### config.mk
export PLATFORM = sky130hd
export DESIGN_NAME = muldiv_hilo_unit
export DESIGN_NICKNAME = d
export VERILOG_FILES = /design/src/rtl/muldiv_hilo_unit.sv
export SDC_FILE = /design/constraint.sdc
export NUM_CORES = 1
export LEC_CHECK = 0
export ABC_AREA = 1
export ABC_CLOCK_PERIOD_IN_PS = 2940
export CORE_MARGIN = 8
export CORE_UTILIZATION = 35
export CTS_CLUSTER_DIAMETER = 60
export DETAILED_ROUTE_END_ITERATION = 7
export PLACE_DENSITY = 0.6
export SLEW_MARGIN = 20
export SYNTH_ARGS = -nofsm -noshare
export SYNTH_HDL_FRONTEND = slang
export SYNTH_SLANG_ARGS = --single-unit
### constraint.sdc
create_clock -name clk -period 2.94 [get_ports clk]
set_clock_uncertainty 0.05 [all_clocks]
set_input_delay 0.588 -clock clk [delete_from_list [all_inputs] [get_ports clk]]
set_output_delay 0.588 -clock clk [all_outputs]
set_load 0.02 [all_outputs]
### src/rtl/muldiv_hilo_unit.sv
// Multi-cycle unsigned multiply/divide unit owning the architectural HI/LO registers.
// Shift-add multiply or restoring divide, one bit per cycle; HI/LO commit on entry to FIN.
module muldiv_hilo_unit #(
   parameter int WIDTH = 32,
   parameter int ITERS = WIDTH
) (
   input  logic             clk,
   input  logic             rst_n,
   input  logic             start,
   input  logic [3:0]       op,
   input  logic [WIDTH-1:0] x,
   input  logic [WIDTH-1:0] y,
   input  logic             mthi_we,
   input  logic             mtlo_we,
   input  logic [WIDTH-1:0] wdata,
   output logic             busy,
   output logic             done,
   output logic [WIDTH-1:0] hi,
   output logic [WIDTH-1:0] lo
);

   localparam int         CW     = $clog2(ITERS + 1);
   localparam logic [3:0] OP_MUL = 4'h3;
   localparam logic [3:0] OP_DIV = 4'h4;

   typedef enum logic [1:0] {S_IDLE, S_MUL, S_DIV, S_FIN} state_t;

   state_t               state_q;
   logic [CW-1:0]        cnt_q;
   logic                 busy_q, done_q;
   logic [WIDTH-1:0]     hi_q, lo_q;
   logic [2*WIDTH-1:0]   acc_q, acc_d;
   logic [WIDTH-1:0]     mcand_q;
   logic [WIDTH:0]       rem_q, rem_d;
   logic [WIDTH-1:0]     quot_q, quot_d;
   logic [WIDTH-1:0]     dvsr_q;
   logic [WIDTH:0]       mul_sum;
   logic [WIDTH:0]       div_shift;

   // acc holds {partial product, remaining multiplier bits}; the sum carry lands in the top bit.
   always_comb begin
      mul_sum   = {1'b0, acc_q[2*WIDTH-1:WIDTH]} + (acc_q[0] ? {1'b0, mcand_q} : '0);
      acc_d     = {mul_sum, acc_q[WIDTH-1:1]};
      div_shift = {rem_q[WIDTH-1:0], quot_q[WIDTH-1]};
      rem_d     = div_shift;
      quot_d    = {quot_q[WIDTH-2:0], 1'b0};
      if (div_shift >= {1'b0, dvsr_q}) begin
         rem_d  = div_shift - {1'b0, dvsr_q};
         quot_d = {quot_q[WIDTH-2:0], 1'b1};
      end
   end

   always_ff @(posedge clk or negedge rst_n) begin
      if (!rst_n) begin
         state_q <= S_IDLE;
         cnt_q   <= '0;
         busy_q  <= 1'b0;
         done_q  <= 1'b0;
         hi_q    <= '0;
         lo_q    <= '0;
         acc_q   <= '0;
         mcand_q <= '0;
         rem_q   <= '0;
         quot_q  <= '0;
         dvsr_q  <= '0;
      end else begin
         done_q <= 1'b0;
         case (state_q)
            S_IDLE: begin
               if (mthi_we) hi_q <= wdata;
               if (mtlo_we) lo_q <= wdata;
               if (start && op == OP_MUL) begin
                  state_q <= S_MUL;
                  busy_q  <= 1'b1;
                  cnt_q   <= CW'(ITERS);
                  acc_q   <= {{WIDTH{1'b0}}, y};
                  mcand_q <= x;
               end else if (start && op == OP_DIV) begin
                  state_q <= S_DIV;
                  busy_q  <= 1'b1;
                  cnt_q   <= CW'(ITERS);
                  rem_q   <= '0;
                  quot_q  <= x;
                  dvsr_q  <= y;
               end
            end
            S_MUL: begin
               acc_q <= acc_d;
               cnt_q <= cnt_q - CW'(1);
               if (cnt_q == CW'(1)) begin
                  state_q <= S_FIN;
                  busy_q  <= 1'b0;
                  done_q  <= 1'b1;
                  hi_q    <= acc_d[2*WIDTH-1:WIDTH];
                  lo_q    <= acc_d[WIDTH-1:0];
               end
            end
            S_DIV: begin
               rem_q  <= rem_d;
               quot_q <= quot_d;
               cnt_q  <= cnt_q - CW'(1);
               if (cnt_q == CW'(1)) begin
                  state_q <= S_FIN;
                  busy_q  <= 1'b0;
                  done_q  <= 1'b1;
                  hi_q    <= rem_d[WIDTH-1:0];
                  lo_q    <= quot_d;
               end
            end
            default: begin
               state_q <= S_IDLE;
            end
         endcase
      end
   end

   assign busy = busy_q;
   assign done = done_q;
   assign hi   = hi_q;
   assign lo   = lo_q;

endmodule
==> results.md <==
* Outcome: complete, but fails checks
* Failing checks: negative hold slack
* Total power at 24500 uW
* Synthesis-to-layout area growth at 21.3%
* Via density at 5.12
* Routed WL at 59.6 mm
* Placeable Area at 0.0478 mm2
* Final Cycle Share at 0.931
* Min Hold Slack at -0.00597 ns
* Clock transition at the registers of the reported paths at 0.06 ns
* Hpwl dp at 46.1 mm
* CTS tree: built
* Gr usage total at 0.210
* Largest net degree at the start of global routing at 77
* Worst hold path class: input port to asynchronous set/reset pin
* Post-route setup slack at 0.204 ns
* Worst Path Arrival at 3.15 ns
* Nets at 2774
* FF/Latch Area at 0.00666 mm2
* Max layer used: met4
* Finish-stage setup viols at 0
* Largest delay share family, worst path: simple AND/OR/NAND/NOR gates
* Leakage Power at 0.0104 uW
* Multi-input combinational cell area at 0.00880 mm2
* Synth Net Count at 2628
* Top Ports at 171
* Met1 wire length at 27.3 mm
* Drt first pass iters at 7
* Routed len/inst at 18.4 um
* Pwr/cell area at 1190 mW/mm2
* Die X at 236 um
* Worst Path Class, Setup: register to register
* CP Capture Type: register
* Startpoint types: register
* Total grt overflow at 0
* YS warnings at 0
* CP Data Required Time at 3.36 ns
* FMAX at 0.365 GHz
* RSZ-0062 raised after global routing: yes
* Max Slew Vio Count at 0
* Clock Latency Late Sink at 0.54 ns
* Layout cells sized above 1 at 0.0718
* Slew @ Worst Pin at 0.774 ns
* Fillers at 4953
* Starting DRC count in detailed routing at 1469
* Routed Antenna Nets at 0
* Clk buf depth at 3
* Cell Rows at 80
* Die Y at 236 um
* Cell variety after synth at 50
* Met2 wire len at 26.7 mm
* First-pass GRT wire length at 93.0 mm
* Cts hold-fix bufs at 0
* Crit path largest cell delay at 0.44 ns
* Worst slack at placement at 0.0428 ns
* Post-CTS Setup Bufs at 0
* Post-CTS Resized at 0
* CP cell instances: buf_4 > nand2_1 > inv_1 > ha_1 > nand3_1 > nand2_1 > a21oi_1 > o21bai_1 > nand3_1 > nand3_1 > nand3_1 > nand2_1 > nand2_1 > a21oi_2
* Die area at 0.0558 mm2
* Residual DRC at 0
* Cell area after synthesis at 0.0170 mm2
* Via count at 16558
* Total CTS buffers at 36
* Peak VDD IR at 0.000498 V
* Vias in the first global route at 16087
* Antenna violations before repair at 0
* Sequential share of the synthesized area at 0.392
* # clock sinks at 266
* Max FO, Critical Path at 8
* Crit-path slowest cell: dfrtp_2
* Min Tclk post-route at 2.74 ns
* Met3 Wirelength at 4.01 mm
* Slew headroom at 0.484
* CTS root buf: clkbuf_16
* Mapped Cells at 2451
* H-tree depth at 2
* Max Cap Viol at 0
* #FFs+latches synth at 266
* WP buf/inv at 2
* Synthesized area per cell at 6.93 um2
* Initial core utilization at 0.355
* GP Congestion at 1.00
* Port buffer count at 170
* Hold Fails Final Rpt at 3
## state kept, by name (all words and copies together), names as in the netlist, 2 cells and up
register,flops
acc_q,64
lo,32
cnt_q,6
dvsr_q,32
mcand_q,32
state_q,2
hi,32
quot_q,32
rem_q,32
## cell type report
class                           count  area share
Timing Repair Buffer              206       0.101
Sequential cell                   266       0.323
Tap cell                          615      0.0374
Antenna cell                        1    0.000122
Inverter                          300      0.0547
Multi-Input combinational cell   1787       0.427
Clock inverter                     10     0.00614
Clock buffer                       50      0.0498
## layout by cell type (no fill, tap or decap), drive strengths merged, types with 70 or more instances in the layout
cell type	instances
clkdlybuf4s50	169
dfrtp	266
inv	301
nand3	104
nand2	843
a31oi	94
a21oi	167
o21ai	148
nor2	260
ha	70
## final timing paths
check / from / endpoint / slack (ns) / cells past startpoint
hold reg to reg: mcand_q[0] / mcand_q[0] / 0.43 / 2
setup reg to reg: acc_q[0] / hi[16] / 0.20 / 14
hold / removal: rst_n / quot_q[8] / -0.006 / 1
min in group clk: mcand_q[0] / mcand_q[0] / 0.43 / 2
setup / recovery: acc_q[0] / hi[16] / 0.20 / 14
max in group asynchronous: rst_n / lo[19] / 2.07 / 2
## stage by stage
| stage | instance area [um2] | setup TNS [ns] | instances | utilization |
|---|---|---|---|---|
| 5_1_grt | 20600 | -0.0282 | 3234 | 0.430 |
| 4_1_cts | 20500 | 0 | 3234 | 0.429 |
| 3_3_place_gp | 19400 | 0 | 3174 | 0.405 |
| 3_5_place_dp | 19400 | 0 | 3174 | 0.405 |
| 6_report | 20600 | 0 | 3235 | 0.430 |
| 2_1_floorplan | 17000 | 0 | 2451 | - |
## Yosys cell counts (all sizes together)
| library cell | count | area share |
|---|---|---|
| a21boi | 1 | 0.00044 |
| a21o | 3 | 0.0013 |
| a21oi | 167 | 0.055 |
| a31oi | 94 | 0.035 |
| and2 | 4 | 0.0015 |
| and3 | 1 | 0.00037 |
| buf | 28 | 0.012 |
| clkbuf | 70 | 0.015 |
| clkinv | 1 | 0.00022 |
| dfrtp | 266 | 0.39 |
| fa | 2 | 0.0024 |
| ha | 70 | 0.052 |
| inv | 299 | 0.066 |
| mux2 | 1 | 0.00066 |
| nand2 | 843 | 0.19 |
| nand3 | 104 | 0.034 |
| nand3b | 26 | 0.011 |
| nand4 | 14 | 0.0052 |
| nor2 | 260 | 0.060 |
| nor3 | 11 | 0.0035 |
| nor3b | 2 | 0.00088 |
| nor4 | 2 | 0.00074 |
| o211ai | 1 | 0.00044 |
| o21a | 5 | 0.0022 |
| o21ai | 148 | 0.045 |
| o21bai | 4 | 0.0018 |
| o22ai | 2 | 0.00074 |
| o31ai | 1 | 0.00044 |
| or2 | 6 | 0.0022 |
| or3 | 1 | 0.00037 |
| xnor2 | 10 | 0.0052 |
| xor2 | 4 | 0.0021 |
## kinds of logic after synthesis
group / after synthesis / share of synthesized area
and+or+nand+nor: 1274 / 0.311
AOI/OAI and AO/OA: 426 / 0.141
buffers and inverters: 398 / 0.0936
DFF: 266 / 0.392
adders and majority gates: 72 / 0.0540
xor gates and xnor gates: 14 / 0.00722
muxes: 1 / 0.000663
## where the power goes
group / leakage [uW] / total, uW / internal [uW] / switching, uW
clock: 0.000557 / 4310 / 2610 / 1700
sequential: 0.00317 / 6670 / 5500 / 1170
combinational: 0.00666 / 13500 / 4690 / 8840
total: 0.0104 / 24500 / 12800 / 11700
## layer usage
layer / global-route usage / vias to the layer above
li1: - / 8113
met1: 0.290 / 7855
met2: 0.333 / 486
met3: 0.0374 / 104
met4: 0.0575 / 0
met5: 0 / -
Note: power is estimated with default switching activity, not from simulation.
